===== config.mk =====
export PLATFORM = sky130hd
export DESIGN_NAME = mac512_operand_loader_flat
export DESIGN_NICKNAME = d
export VERILOG_FILES = /design/src/rtl/mac512_operand_loader_if.sv /design/src/rtl/mac512_operand_loader.sv /design/src/flat_wrapper.sv
export SDC_FILE = /design/constraint.sdc
export NUM_CORES = 1
export LEC_CHECK = 0
export ABC_AREA = 0
export BUFFER_PORTS_ARGS = -buffer_cell sky130_fd_sc_hd__clkbuf_2
export CAP_MARGIN = 10
export CELL_PAD_IN_SITES_DETAIL_PLACEMENT = 2
export CELL_PAD_IN_SITES_GLOBAL_PLACEMENT = 2
export CORE_UTILIZATION = 45
export CTS_BUF_LIST = sky130_fd_sc_hd__clkbuf_16
export CTS_CLUSTER_SIZE = 28
export DETAILED_ROUTE_END_ITERATION = 10
export GPL_TIMING_DRIVEN = 0
export HOLD_SLACK_MARGIN = 0.02
export PLACE_DENSITY = 0.88
export SLEW_MARGIN = 20
export SYNTH_ARGS = -nofsm -noshare
export SYNTH_HDL_FRONTEND = slang
export SYNTH_SLANG_ARGS = --single-unit

===== constraint.sdc =====
create_clock -name clk -period 3.3 [get_ports clk]
set_input_delay 0 -clock clk [delete_from_list [all_inputs] [get_ports clk]]
set_output_delay 0 -clock clk [all_outputs]
set_load 0.01 [all_outputs]

===== src/rtl/mac512_operand_loader_if.sv =====
// Stream-in / operand-out bundle for the MAC operand loader.
// Optional MAC_LOADER_STATS_EN adds the pair_count statistics signal.
interface mac512_operand_loader_if #(
    parameter int WORD_W = 32
);
    logic [WORD_W-1:0] in_data;
    logic              in_valid;
    logic              in_ready;
    logic [255:0]      A_out;
    logic [255:0]      B_out;
    logic              op_valid;
    logic              op_take;
`ifdef MAC_LOADER_STATS_EN
    logic [15:0]       pair_count;

    modport master (
        output in_data, in_valid, op_take,
        input  in_ready, A_out, B_out, op_valid, pair_count
    );
    modport slave (
        input  in_data, in_valid, op_take,
        output in_ready, A_out, B_out, op_valid, pair_count
    );
`else
    modport master (
        output in_data, in_valid, op_take,
        input  in_ready, A_out, B_out, op_valid
    );
    modport slave (
        input  in_data, in_valid, op_take,
        output in_ready, A_out, B_out, op_valid
    );
`endif
endinterface


===== src/rtl/mac512_operand_loader.sv =====
// Assembles 256-bit A/B operands from a narrow word stream into a shadow buffer and
// double-buffers them onto A_out/B_out. MAC_LOADER_STATS_EN enables the pair_count counter.
module mac512_operand_loader #(
    parameter int WORD_W = 32,
    parameter int OP_W   = 256
) (
    input  logic                    clk,
    input  logic                    rst_n,
    mac512_operand_loader_if.slave  bus
);
    localparam int N          = OP_W / WORD_W;
    localparam int PAIR_WORDS = 2 * N;
    localparam int CNT_W      = $clog2(PAIR_WORDS);
    localparam logic [CNT_W-1:0] LAST_IDX = CNT_W'(PAIR_WORDS - 1);

    if (OP_W != 256 || (OP_W % WORD_W) != 0) begin : g_bad_cfg
        $error("mac512_operand_loader: WORD_W must divide 256 and OP_W must be 256");
    end

    typedef enum logic {
        FILL = 1'b0,
        HOLD = 1'b1
    } fill_state_t;

    fill_state_t       state_reg;
    logic [CNT_W-1:0]  word_cnt_reg;
    logic              op_valid_reg;
    logic [OP_W-1:0]   a_out_reg;
    logic [OP_W-1:0]   b_out_reg;
    logic [OP_W-1:0]   shadow_a;
    logic [OP_W-1:0]   shadow_b;
    logic              shadow_full;
    logic              accept;
    logic              transfer;

    assign shadow_full = (state_reg == HOLD);
    assign accept      = bus.in_valid && !shadow_full;
    assign transfer    = shadow_full && (!op_valid_reg || bus.op_take);

    // One register per shadow word; the word counter selects which one captures.
    for (genvar gi = 0; gi < N; gi++) begin : g_shadow
        logic [WORD_W-1:0] a_word_reg;
        logic [WORD_W-1:0] b_word_reg;

        always_ff @(posedge clk or negedge rst_n) begin
            if (!rst_n) begin
                a_word_reg <= '0;
                b_word_reg <= '0;
            end else begin
                if (accept && word_cnt_reg == CNT_W'(gi)) begin
                    a_word_reg <= bus.in_data;
                end
                if (accept && word_cnt_reg == CNT_W'(gi + N)) begin
                    b_word_reg <= bus.in_data;
                end
            end
        end

        assign shadow_a[gi*WORD_W +: WORD_W] = a_word_reg;
        assign shadow_b[gi*WORD_W +: WORD_W] = b_word_reg;
    end

    always_ff @(posedge clk or negedge rst_n) begin
        if (!rst_n) begin
            state_reg    <= FILL;
            word_cnt_reg <= '0;
            op_valid_reg <= 1'b0;
            a_out_reg    <= '0;
            b_out_reg    <= '0;
        end else begin
            case (state_reg)
                FILL: begin
                    if (accept) begin
                        if (word_cnt_reg == LAST_IDX) begin
                            word_cnt_reg <= '0;
                            state_reg    <= HOLD;
                        end else begin
                            word_cnt_reg <= word_cnt_reg + CNT_W'(1);
                        end
                    end
                    // Consumer drained the presented pair and nothing is waiting behind it.
                    if (bus.op_take && op_valid_reg) begin
                        op_valid_reg <= 1'b0;
                    end
                end
                HOLD: begin
                    if (transfer) begin
                        a_out_reg    <= shadow_a;
                        b_out_reg    <= shadow_b;
                        op_valid_reg <= 1'b1;
                        state_reg    <= FILL;
                    end
                end
                default: state_reg <= FILL;
            endcase
        end
    end

    assign bus.in_ready = !shadow_full;
    assign bus.op_valid = op_valid_reg;
    assign bus.A_out    = a_out_reg;
    assign bus.B_out    = b_out_reg;

`ifdef MAC_LOADER_STATS_EN
    logic [15:0] pair_count_reg;

    always_ff @(posedge clk or negedge rst_n) begin
        if (!rst_n) begin
            pair_count_reg <= '0;
        end else if (transfer) begin
            pair_count_reg <= pair_count_reg + 16'd1;
        end
    end

    assign bus.pair_count = pair_count_reg;
`endif
endmodule


===== src/flat_wrapper.sv =====
// flat-port wrapper written by rule: the top's interface ports become plain ports
module mac512_operand_loader_flat 
#(
    parameter int WORD_W = 32,
    parameter int OP_W   = 256
)
  (clk, rst_n, bus_in_data, bus_in_valid, bus_op_take, bus_in_ready, bus_A_out, bus_B_out, bus_op_valid);
  mac512_operand_loader_if #(.WORD_W(WORD_W)) bus_i ();
  input  logic clk;
  input  logic rst_n;
  input wire logic [$bits(bus_i.in_data)-1:0] bus_in_data;
  input wire logic [$bits(bus_i.in_valid)-1:0] bus_in_valid;
  input wire logic [$bits(bus_i.op_take)-1:0] bus_op_take;
  output wire logic [$bits(bus_i.in_ready)-1:0] bus_in_ready;
  output wire logic [$bits(bus_i.A_out)-1:0] bus_A_out;
  output wire logic [$bits(bus_i.B_out)-1:0] bus_B_out;
  output wire logic [$bits(bus_i.op_valid)-1:0] bus_op_valid;
  assign bus_i.in_data = bus_in_data;
  assign bus_i.in_valid = bus_in_valid;
  assign bus_i.op_take = bus_op_take;
  assign bus_in_ready = bus_i.in_ready;
  assign bus_A_out = bus_i.A_out;
  assign bus_B_out = bus_i.B_out;
  assign bus_op_valid = bus_i.op_valid;
  mac512_operand_loader #(.WORD_W(WORD_W), .OP_W(OP_W)) u_core (.clk(clk), .rst_n(rst_n), .bus(bus_i));
endmodule

==> impl_metrics.toml, run 1 <==
[timing]
setup_violations = 0
slew_violations = 0
tightest_slew_ps = 977
whs_ps = 261
min_period_ps = 3020
clock.fmax_mhz = 332
fin_worst_skew_ps = 30.1
finalHoldViolations = 0
slew_headroom_pct = 34.9
rsz0062_at_grt = "false"
worst_slack_ps = 284
period_share_pct = 91.4
final.setup.tns_ps = 0

[routing]
dr.pass1.iters = 4
drc_errors = 0
vias = 23000
vias_per_cell = 5.49
wl_per_cell_um = 34.1
drt_iter0_markers = 987
wl_um = 143000
antenna_left = 0

[setup_path]
cp.required_ps = 3860
endpoint_kind = "register"
path_max_fanout = 10
worstSetupPathType = "reg -> reg"
max_stage_delay_ps = 790
r2r_start = "u_core.bus.op_valid"
reg2reg_to = "u_core.bus.B_out[160]"
r2r_setup_slack_ps = 280
cp_cell_sequence = "nand2b_1, nand2_1, clkbuf_1, buf_2, mux2_2"
critPathArrivalTime_ps = 3570
crit_path_top_delay_cell = "clkbuf_1"
rr_worst_depth = 5
critPathLaunchType = "register"
crit_family = "buffers and inverters"
crit_buf_inv = 2

[yosys]
synth_edf_count = 0
yosysWarningCount = 0
yosysMostFrequentCell = "dfrtp_1"
synthArstFlopShare_pct = 100
synth_cell_types = 30
synthTopCellsByCount = "dfrtp_1 (1030), mux2_2 (956), buf_2 (79)"
netlist.top_cell.by_area = "dfrtp_1"
syn_inst = 2240
syn_area_per_cell_um2 = 17.3
syn_area_mm2 = 0.0387
syn_nets = 2280
ys_ff_latch = 1030
synth.area.top_cells = "dfrtp_1 (67%), mux2_2 (28%), mux2_4 (2.3%)"
synth_ff_type = "dfrtp_1"
synth_seq_area_share_pct = 66.6
yosysTopAreaCellShare_pct = 66.6

[floorplan]
io_pins = 550
start_util_pct = 45.4
dieWidth_um = 295
core_mm2 = 0.0851
num_rows = 107
die_height_um = 295
dieArea_mm2 = 0.0871

[power_and_ir_drop]
powerDensity_mw_per_mm2 = 1020
pwr-share-clk_pct = 25.0
power_frac_seq_pct = 46.6
sw_frac_of_total_pct = 34.4
internal_power_mw = 31.5
ir_drop_uv = 601
power_mw = 48.1
p_leak_nw = 23.9
comb_power_share_pct = 28.4
switchingPower_mw = 16.5

[min_path]
hold_class = "in -> reg"
hold_depth = 3
holdPathEnd = "u_core.g_shadow[1].b_word_reg[19]"
hp-start = "bus_in_data[19]"

[placed_design]
gp_congestion = 0.797
dp_hpwl_um = 92300
pre_cts_ws_ps = 281
io_buffers = 549
postPlaceCellArea_mm2 = 0.0432

[grt]
grt_pass1_vias = 27200
grt_max_degree = 102
grt.busiest_layer = "met2"
grt.total_usage_pct = 33.1
grtUsageMet2_pct = 59.0
antenna_found_initial = 3
grt_pass1_wl_um = 205000
overflow = 0
grt.met3_usage_pct = 6.03
met1_usage_pct = 37.6

[clocking]
clock_sinks = 1030
clockBufferDepth = 3
cts.clk_slew.worst_paths_ps = 80
cts-buffers-inserted = 107
clk_latency_ps = 700
h-tree-depth = 3
root_buffer = "clkbuf_16"
cts_tree = "yes"

[cells_and_area]
nNetsFinal = 2989
layout-drive-gt1-share_pct = 60.3
final_area_mm2 = 0.0470
area_growth_pct = 21.5

[job]
maxCapViolCount = 0

[outcome]
status = "completed"
[worst max path at each step]
stage / start / endpoint / slack, ps / cells after the start
finish: u_core.bus.op_valid / u_core.bus.B_out[160] / 280 / 5
CTS: u_core.bus.op_valid / u_core.bus.A_out[217] / 140 / 5
floorplan: u_core.word_cnt_reg[0] / u_core.g_shadow[0].a_word_reg[0] / 1480 / 6
detailed placement: u_core.shadow_full / u_core.bus.A_out[214] / 280 / 5
global placement: rst_n / u_core.bus.B_out[240] / -21060 / 1
global route: u_core.bus.op_valid / u_core.bus.B_out[160] / 220 / 5
[placed cells by master, fill, tap and decap left out, types with 4 or more instances in the layout]
| cell type | count |
|---|---|
| buf_12 | 6 |
| buf_16 | 12 |
| buf_2 | 79 |
| buf_4 | 13 |
| bufinv_16 | 9 |
| clkbuf_1 | 34 |
| clkbuf_16 | 109 |
| clkbuf_2 | 552 |
| clkinv_1 | 30 |
| clkinv_2 | 13 |
| dfrtp_1 | 1030 |
| dlygate4sd3_1 | 37 |
| ha_1 | 4 |
| inv_1 | 31 |
| inv_6 | 5 |
| mux2_1 | 9 |
| mux2_2 | 956 |
| mux2_4 | 60 |
| nand2_1 | 10 |
| nor2_1 | 4 |
[worst register-to-register path: stages, from the launching register on]
cell	delay, ps
dfrtp_1	380
nand2b_1	230
nand2_1	520
clkbuf_1	790
buf_2	530
mux2_2	440
[metrics by stage]
stage	instances	utilization, %
6_report	4184	55.2
5_1_grt	4182	55.2
4_1_cts	4181	55.1
3_3_place_gp	3933	50.3
3_5_place_dp	3945	50.7
2_1_floorplan	2240	-
[area by class of cell]
class | count | area [µm²]
inverter | 3 | 11.3
antenna | 2 | 5.00
timing repair buffer | 600 | 3480
fill | 7497 | 38200
buffer | 140 | 791
clock inverter | 89 | 639
multi-input combinational | 1067 | 12100
sequential | 1030 | 25800
tap | 1144 | 1430
clock buffer | 109 | 2730
[cell families (layout without fill, tap and decap cells)]
kind of cell             Yosys count  in the layout  share of synthesized area [%]
XOR/XNOR                           1              1                         0.0227
multiplexers                    1025           1025                           30.4
buffers and inverters            143            941                           2.06
AO/OA/AOI/OAI                      5              5                         0.0841
AND/OR/NAND/NOR                   32             32                          0.624
other                              0              2                              0
flip-flops                      1030           1030                           66.6
adder cells (fa/ha/maj)            4              4                          0.129
[routing by layer]
| layer | vias up | part of all wire [%] | wire, µm |
|---|---|---|---|
| li1 | 9303 | - | - |
| met1 | 12500 | 37 | 53300 |
| met2 | 750 | 53 | 74800 |
| met3 | 363 | 4.3 | 6180 |
| met4 | 0 | 5.8 | 8220 |
| met5 | - | 0 | 0 |
[power groups by stage]
stage	Sequential (mW)	Combinational [mW]	Clock, mW
floorplan	21.7	6.21	0
global placement	21.1	12.0	0
detailed placement	22.0	13.1	0
CTS	22.2	13.6	12.2
global route	22.8	14.3	12.6
finish	22.4	13.6	12.0
[repair_timing]
item / in CTS / in global routing
gates resized for setup: 0 / 0
hold buffers: 38 / 0
buffers inserted: 0 / 0
endpoints found under the hold margin: 384 / 0
(Power assumes the default switching activity.)
==> run 2, diff against run 1 <==
--- a/config.mk
+++ b/config.mk
@@ -17,6 +17,7 @@
 export GPL_TIMING_DRIVEN = 0
 export HOLD_SLACK_MARGIN = 0.02
 export PLACE_DENSITY = 0.88
+export RECOVER_POWER = 50
 export SLEW_MARGIN = 20
 export SYNTH_ARGS = -nofsm -noshare
 export SYNTH_HDL_FRONTEND = slang
==> impl_metrics.toml, run 2 (synthesis results as in run 1) <==
[cells_and_area]
nNetsFinal = 2989
n_fill_cell = 7758
layout-drive-gt1-share_pct = 43.1
regArea_mm2 = 0.0258
mostFrequentLayoutCell = "dfrtp_1"
final_cell_mix = "dfrtp_1 (1030), mux2_2 (952), clkbuf_1 (551)"
stdcell_count = 4184
multi_input_comb_area_mm2 = 0.0121
final_area_mm2 = 0.0462
area_growth_pct = 19.5

[placed_design]
postPlaceCellArea_mm2 = 0.0432
dp_hpwl_um = 92300
place_inst = 3945
io_buffers = 549
gp_congestion = 0.797

[setup_path]
crit_path_top_delay_cell = "clkbuf_1"
cp_cell_sequence = "nand2b_1, nand2_1, clkbuf_1, buf_2, mux2_2"
r2r_setup_slack_ps = 320
worstSetupPathType = "reg -> reg"
crit_family = "buffers and inverters"
crit_buf_inv = 2
max_stage_delay_ps = 780
endpoint_kind = "register"
cp.required_ps = 3850
critPathLaunchType = "register"
critPathArrivalTime_ps = 3530
path_max_fanout = 10

[routing]
vias = 22900
drc_errors = 0
wl_um = 143000
dr.pass1.iters = 4
vias_per_cell = 5.47
drt_iter0_markers = 1027
wl_per_cell_um = 34.1
antenna_left = 0

[timing]
setup_violations = 0
slew_violations = 59
min_period_ps = 2980
clock.fmax_mhz = 336
tightest_slew_ps = 1500
final.setup.tns_ps = 0
whs_ps = 262
finalHoldViolations = 0
period_share_pct = 90.3
slew_headroom_pct = -0.217
rsz0062_at_grt = "false"
fin_worst_skew_ps = 31.1

[power_and_ir_drop]
sw_frac_of_total_pct = 34.8
power_mw = 47.4
internal_power_mw = 30.9
powerDensity_mw_per_mm2 = 1030
switchingPower_mw = 16.5
pwr-share-clk_pct = 25.4
ir_drop_uv = 593
p_leak_nw = 22.2
power_frac_seq_pct = 47.2
comb_power_share_pct = 27.4

[clocking]
clock_sinks = 1030
h-tree-depth = 3
cts_resized = 0
clockBufferDepth = 3
cts_tree = "yes"
clk_latency_ps = 700
cts-buffers-inserted = 107
root_buffer = "clkbuf_16"
cts.clk_slew.worst_paths_ps = 80
post_cts_buffers = 0
cts_hold_buf = 38

[floorplan]
num_rows = 107
dieWidth_um = 295
dieArea_mm2 = 0.0871
io_pins = 550
start_util_pct = 45.4
die_height_um = 295
core_mm2 = 0.0851

[grt]
overflow = 0
grt.total_usage_pct = 33.1
grt_pass1_wl_um = 205000
antenna_found_initial = 3
grt_max_degree = 102
grt_pass1_vias = 27200

[job]
maxCapViolCount = 1

[min_path]
hold_class = "in -> reg"

[outcome]
violations = "capacitance limit, slew limit"
status = "finished with violations"
run 2: routing by layer:
layer / GRT usage (%) / part of all wire, % / up-vias
met5: 0 / 0 / -
met3: 6.03 / 4.3 / 366
li1: - / - / 9294
met1: 37.6 / 37 / 12500
met4: 17.8 / 5.9 / 0
met2: 59.0 / 52 / 753
run 2: power by group through the flow:
stage	clock, mW	sequential (mW)	combinational, mW
finish	12.0	22.4	13.0
floorplan	0	21.7	6.21
global route	12.6	22.8	13.6
global placement	0	21.1	12.0
CTS	12.2	22.2	13.6
detailed placement	0	22.0	13.1
run 2: path summary, 6_finish.rpt:
check,startpoint,depth (start not counted),end
min in group asynchronous,rst_n,4,u_core.bus.B_out[222]
worst max-delay path,u_core.bus.op_valid,5,u_core.bus.B_out[160]
worst max register to register,u_core.bus.op_valid,5,u_core.bus.B_out[160]
worst min-delay path,bus_in_data[19],3,u_core.g_shadow[1].b_word_reg[19]
worst min register to register,u_core.g_shadow[7].b_word_reg[13],1,u_core.bus.B_out[237]
max in group asynchronous,rst_n,6,u_core.bus.B_out[112]
run 2: layout make-up:
class / instances / share of cell area (%)
Multi-Input combinational cell: 1067 / 26.2
Tap cell: 1144 / 3.10
Clock buffer: 109 / 5.90
Timing Repair Buffer: 600 / 5.95
Sequential cell: 1030 / 55.8
Clock inverter: 89 / 1.38
Buffer: 140 / 1.68
Inverter: 3 / 0.0244
Antenna cell: 2 / 0.0108
run 2: metrics by stage:
step	utilization, %	worst slack [ps]
final	54.3	322
after global routing	54.3	206
after CTS	55.1	135
after detailed placement	50.7	281
after global placement	50.3	-21060
after floorplan	-	1480
run 2: worst register-to-register path, cell delays in order, from the launching register on:
cell	delay [ps]
dfrtp_1	380
nand2b_1	220
nand2_1	500
clkbuf_1	780
buf_2	530
mux2_2	440
==> run 3, diff against run 2 <==
==> constraint.sdc (replaced) <==
create_clock -name clk -period 3.8 [get_ports clk]
set_input_delay 0 -clock clk [delete_from_list [all_inputs] [get_ports clk]]
set_output_delay 0 -clock clk [all_outputs]
set_load 0.01 [all_outputs]
==> impl_metrics.toml, run 3 (synthesis results as in run 1) <==
[placed_design]
io_buffers = 549
gp_congestion = 0.797
postPlaceCellArea_mm2 = 0.0432
pre_cts_ws_ps = 781
place_inst = 3945
dp_hpwl_um = 92300

[power_and_ir_drop]
power_mw = 41.1
comb_power_share_pct = 27.3
power_frac_seq_pct = 47.3
ir_drop_uv = 515
pwr-share-clk_pct = 25.4
p_leak_nw = 22.2
sw_frac_of_total_pct = 34.8
switchingPower_mw = 14.3
powerDensity_mw_per_mm2 = 891
internal_power_mw = 26.8

[setup_path]
critPathLaunchType = "register"
cp.required_ps = 4350
cp_cell_sequence = "ha_1, nor4b_1, buf_4, mux2_2"
endpoint_kind = "register"
path_max_fanout = 10
worstSetupPathType = "reg -> reg"
max_stage_delay_ps = 1450
crit_buf_inv = 1
critPathArrivalTime_ps = 3770
crit_family = "simple AND/OR/NAND/NOR gates"
crit_path_top_delay_cell = "nor4b_1"

[routing]
vias_per_cell = 5.49
drt-met1-wl_um = 53000
vias = 23000
drt_iter0_markers = 962
wl_met2_um = 74800
antenna_left = 0
wl_um = 143000
routed-wl-met3_um = 6400
drc_errors = 0
top_layer = "met4"
dr.pass1.iters = 5
wl_per_cell_um = 34.1

[clocking]
cts.clk_slew.worst_paths_ps = 80
h-tree-depth = 3
clock_sinks = 1030
cts-buffers-inserted = 107
cts_tree = "yes"
cts_resized = 0
clk_latency_ps = 700
post_cts_buffers = 0
cts_hold_buf = 38
clockBufferDepth = 3
root_buffer = "clkbuf_16"

[timing]
slew_headroom_pct = -22.0
worst_slack_ps = 581
setup_violations = 0
min_period_ps = 3220
fin_worst_skew_ps = 30.8
period_share_pct = 84.7
clock.fmax_mhz = 311
slew_violations = 12
finalHoldViolations = 0
rsz0062_at_grt = "false"
tightest_slew_ps = 1800
final.setup.tns_ps = 0

[cells_and_area]
final_cell_mix = "dfrtp_1 (1030), mux2_2 (951), clkbuf_1 (552)"
nNetsFinal = 2989
layout-drive-gt1-share_pct = 42.9
final_area_mm2 = 0.0462
mostFrequentLayoutCell = "dfrtp_1"
n_fill_cell = 7761
stdcell_count = 4184
area_growth_pct = 19.4

[floorplan]
core_mm2 = 0.0851
io_pins = 550
die_height_um = 295
num_rows = 107
dieWidth_um = 295
dieArea_mm2 = 0.0871
start_util_pct = 45.4

[job]
maxCapViolCount = 2

[grt]
grt_max_degree = 102
overflow = 0
grt.total_usage_pct = 33.1
grt_pass1_wl_um = 205000
antenna_found_initial = 3
grt_pass1_vias = 27200

[min_path]
hold_class = "in -> reg"

[outcome]
violations = "capacitance limit, slew limit"
status = "finished with violations"
## run 3: cell types whose count changed in the layout (fill, tap and decap cells not counted)
cell and change:
clkbuf_4 +2, nor4b_1 +2, nor4b_4 -2, buf_16 -1, buf_2 -1, clkbuf_1 +1
clkbuf_2 -1, mux2_1 +1, mux2_2 -1
## run 3: cell type report
type	instances	area [µm²]	area share (%)
Antenna cell	2	5.00	0.0108
Tap cell	1144	1430	3.10
Multi-Input combinational cell	1067	12100	26.1
Inverter	3	11.3	0.0244
Buffer	140	774	1.68
Clock inverter	89	639	1.39
Timing Repair Buffer	600	2730	5.91
Sequential cell	1030	25800	55.8
Clock buffer	109	2730	5.91
## run 3: final timing paths
path | endpoint | startpoint | depth (start not counted) | slack [ps]
max | u_core.g_shadow[3].b_word_reg[15] | u_core.word_cnt_reg[0] | 4 | 580
min | u_core.g_shadow[1].b_word_reg[19] | bus_in_data[19] | 3 | 260
max reg2reg | u_core.g_shadow[3].b_word_reg[15] | u_core.word_cnt_reg[0] | 4 | 580
min reg2reg | u_core.bus.B_out[237] | u_core.g_shadow[7].b_word_reg[13] | 1 | 500
max in group asynchronous | u_core.bus.A_out[178] | rst_n | 6 | 650
min in group asynchronous | u_core.bus.B_out[217] | rst_n | 4 | 850
## run 3: tightest hold or removal path, stage by stage
cell	delay, ps
dlygate4sd3_1	540
clkbuf_2	200
mux2_2	180
## run 3: per-layer routing
| layer | vias up | track usage (%) |
|---|---|---|
| li1 | 9297 | - |
| met4 | 0 | 17.8 |
| met2 | 783 | 59.0 |
| met5 | - | 0 |
| met1 | 12500 | 37.6 |
| met3 | 377 | 6.03 |
## run 3: stage by stage
step | hold WS [ps] | util [%]
floorplan | -296 | -
global placement | 353 | 50.3
detailed placement | 30.5 | 50.7
CTS | 222 | 55.1
global route | 239 | 54.2
finish | 261 | 54.2
## run 3: power by group through the flow
stage | Sequential [mW] | Combinational (mW) | Clock, mW
after CTS | 19.3 | 11.8 | 10.6
after global routing | 19.8 | 11.8 | 11.0
after global placement | 18.4 | 10.4 | 0
after detailed placement | 19.1 | 11.4 | 0
after floorplan | 18.8 | 5.40 | 0
final | 19.4 | 11.2 | 10.4
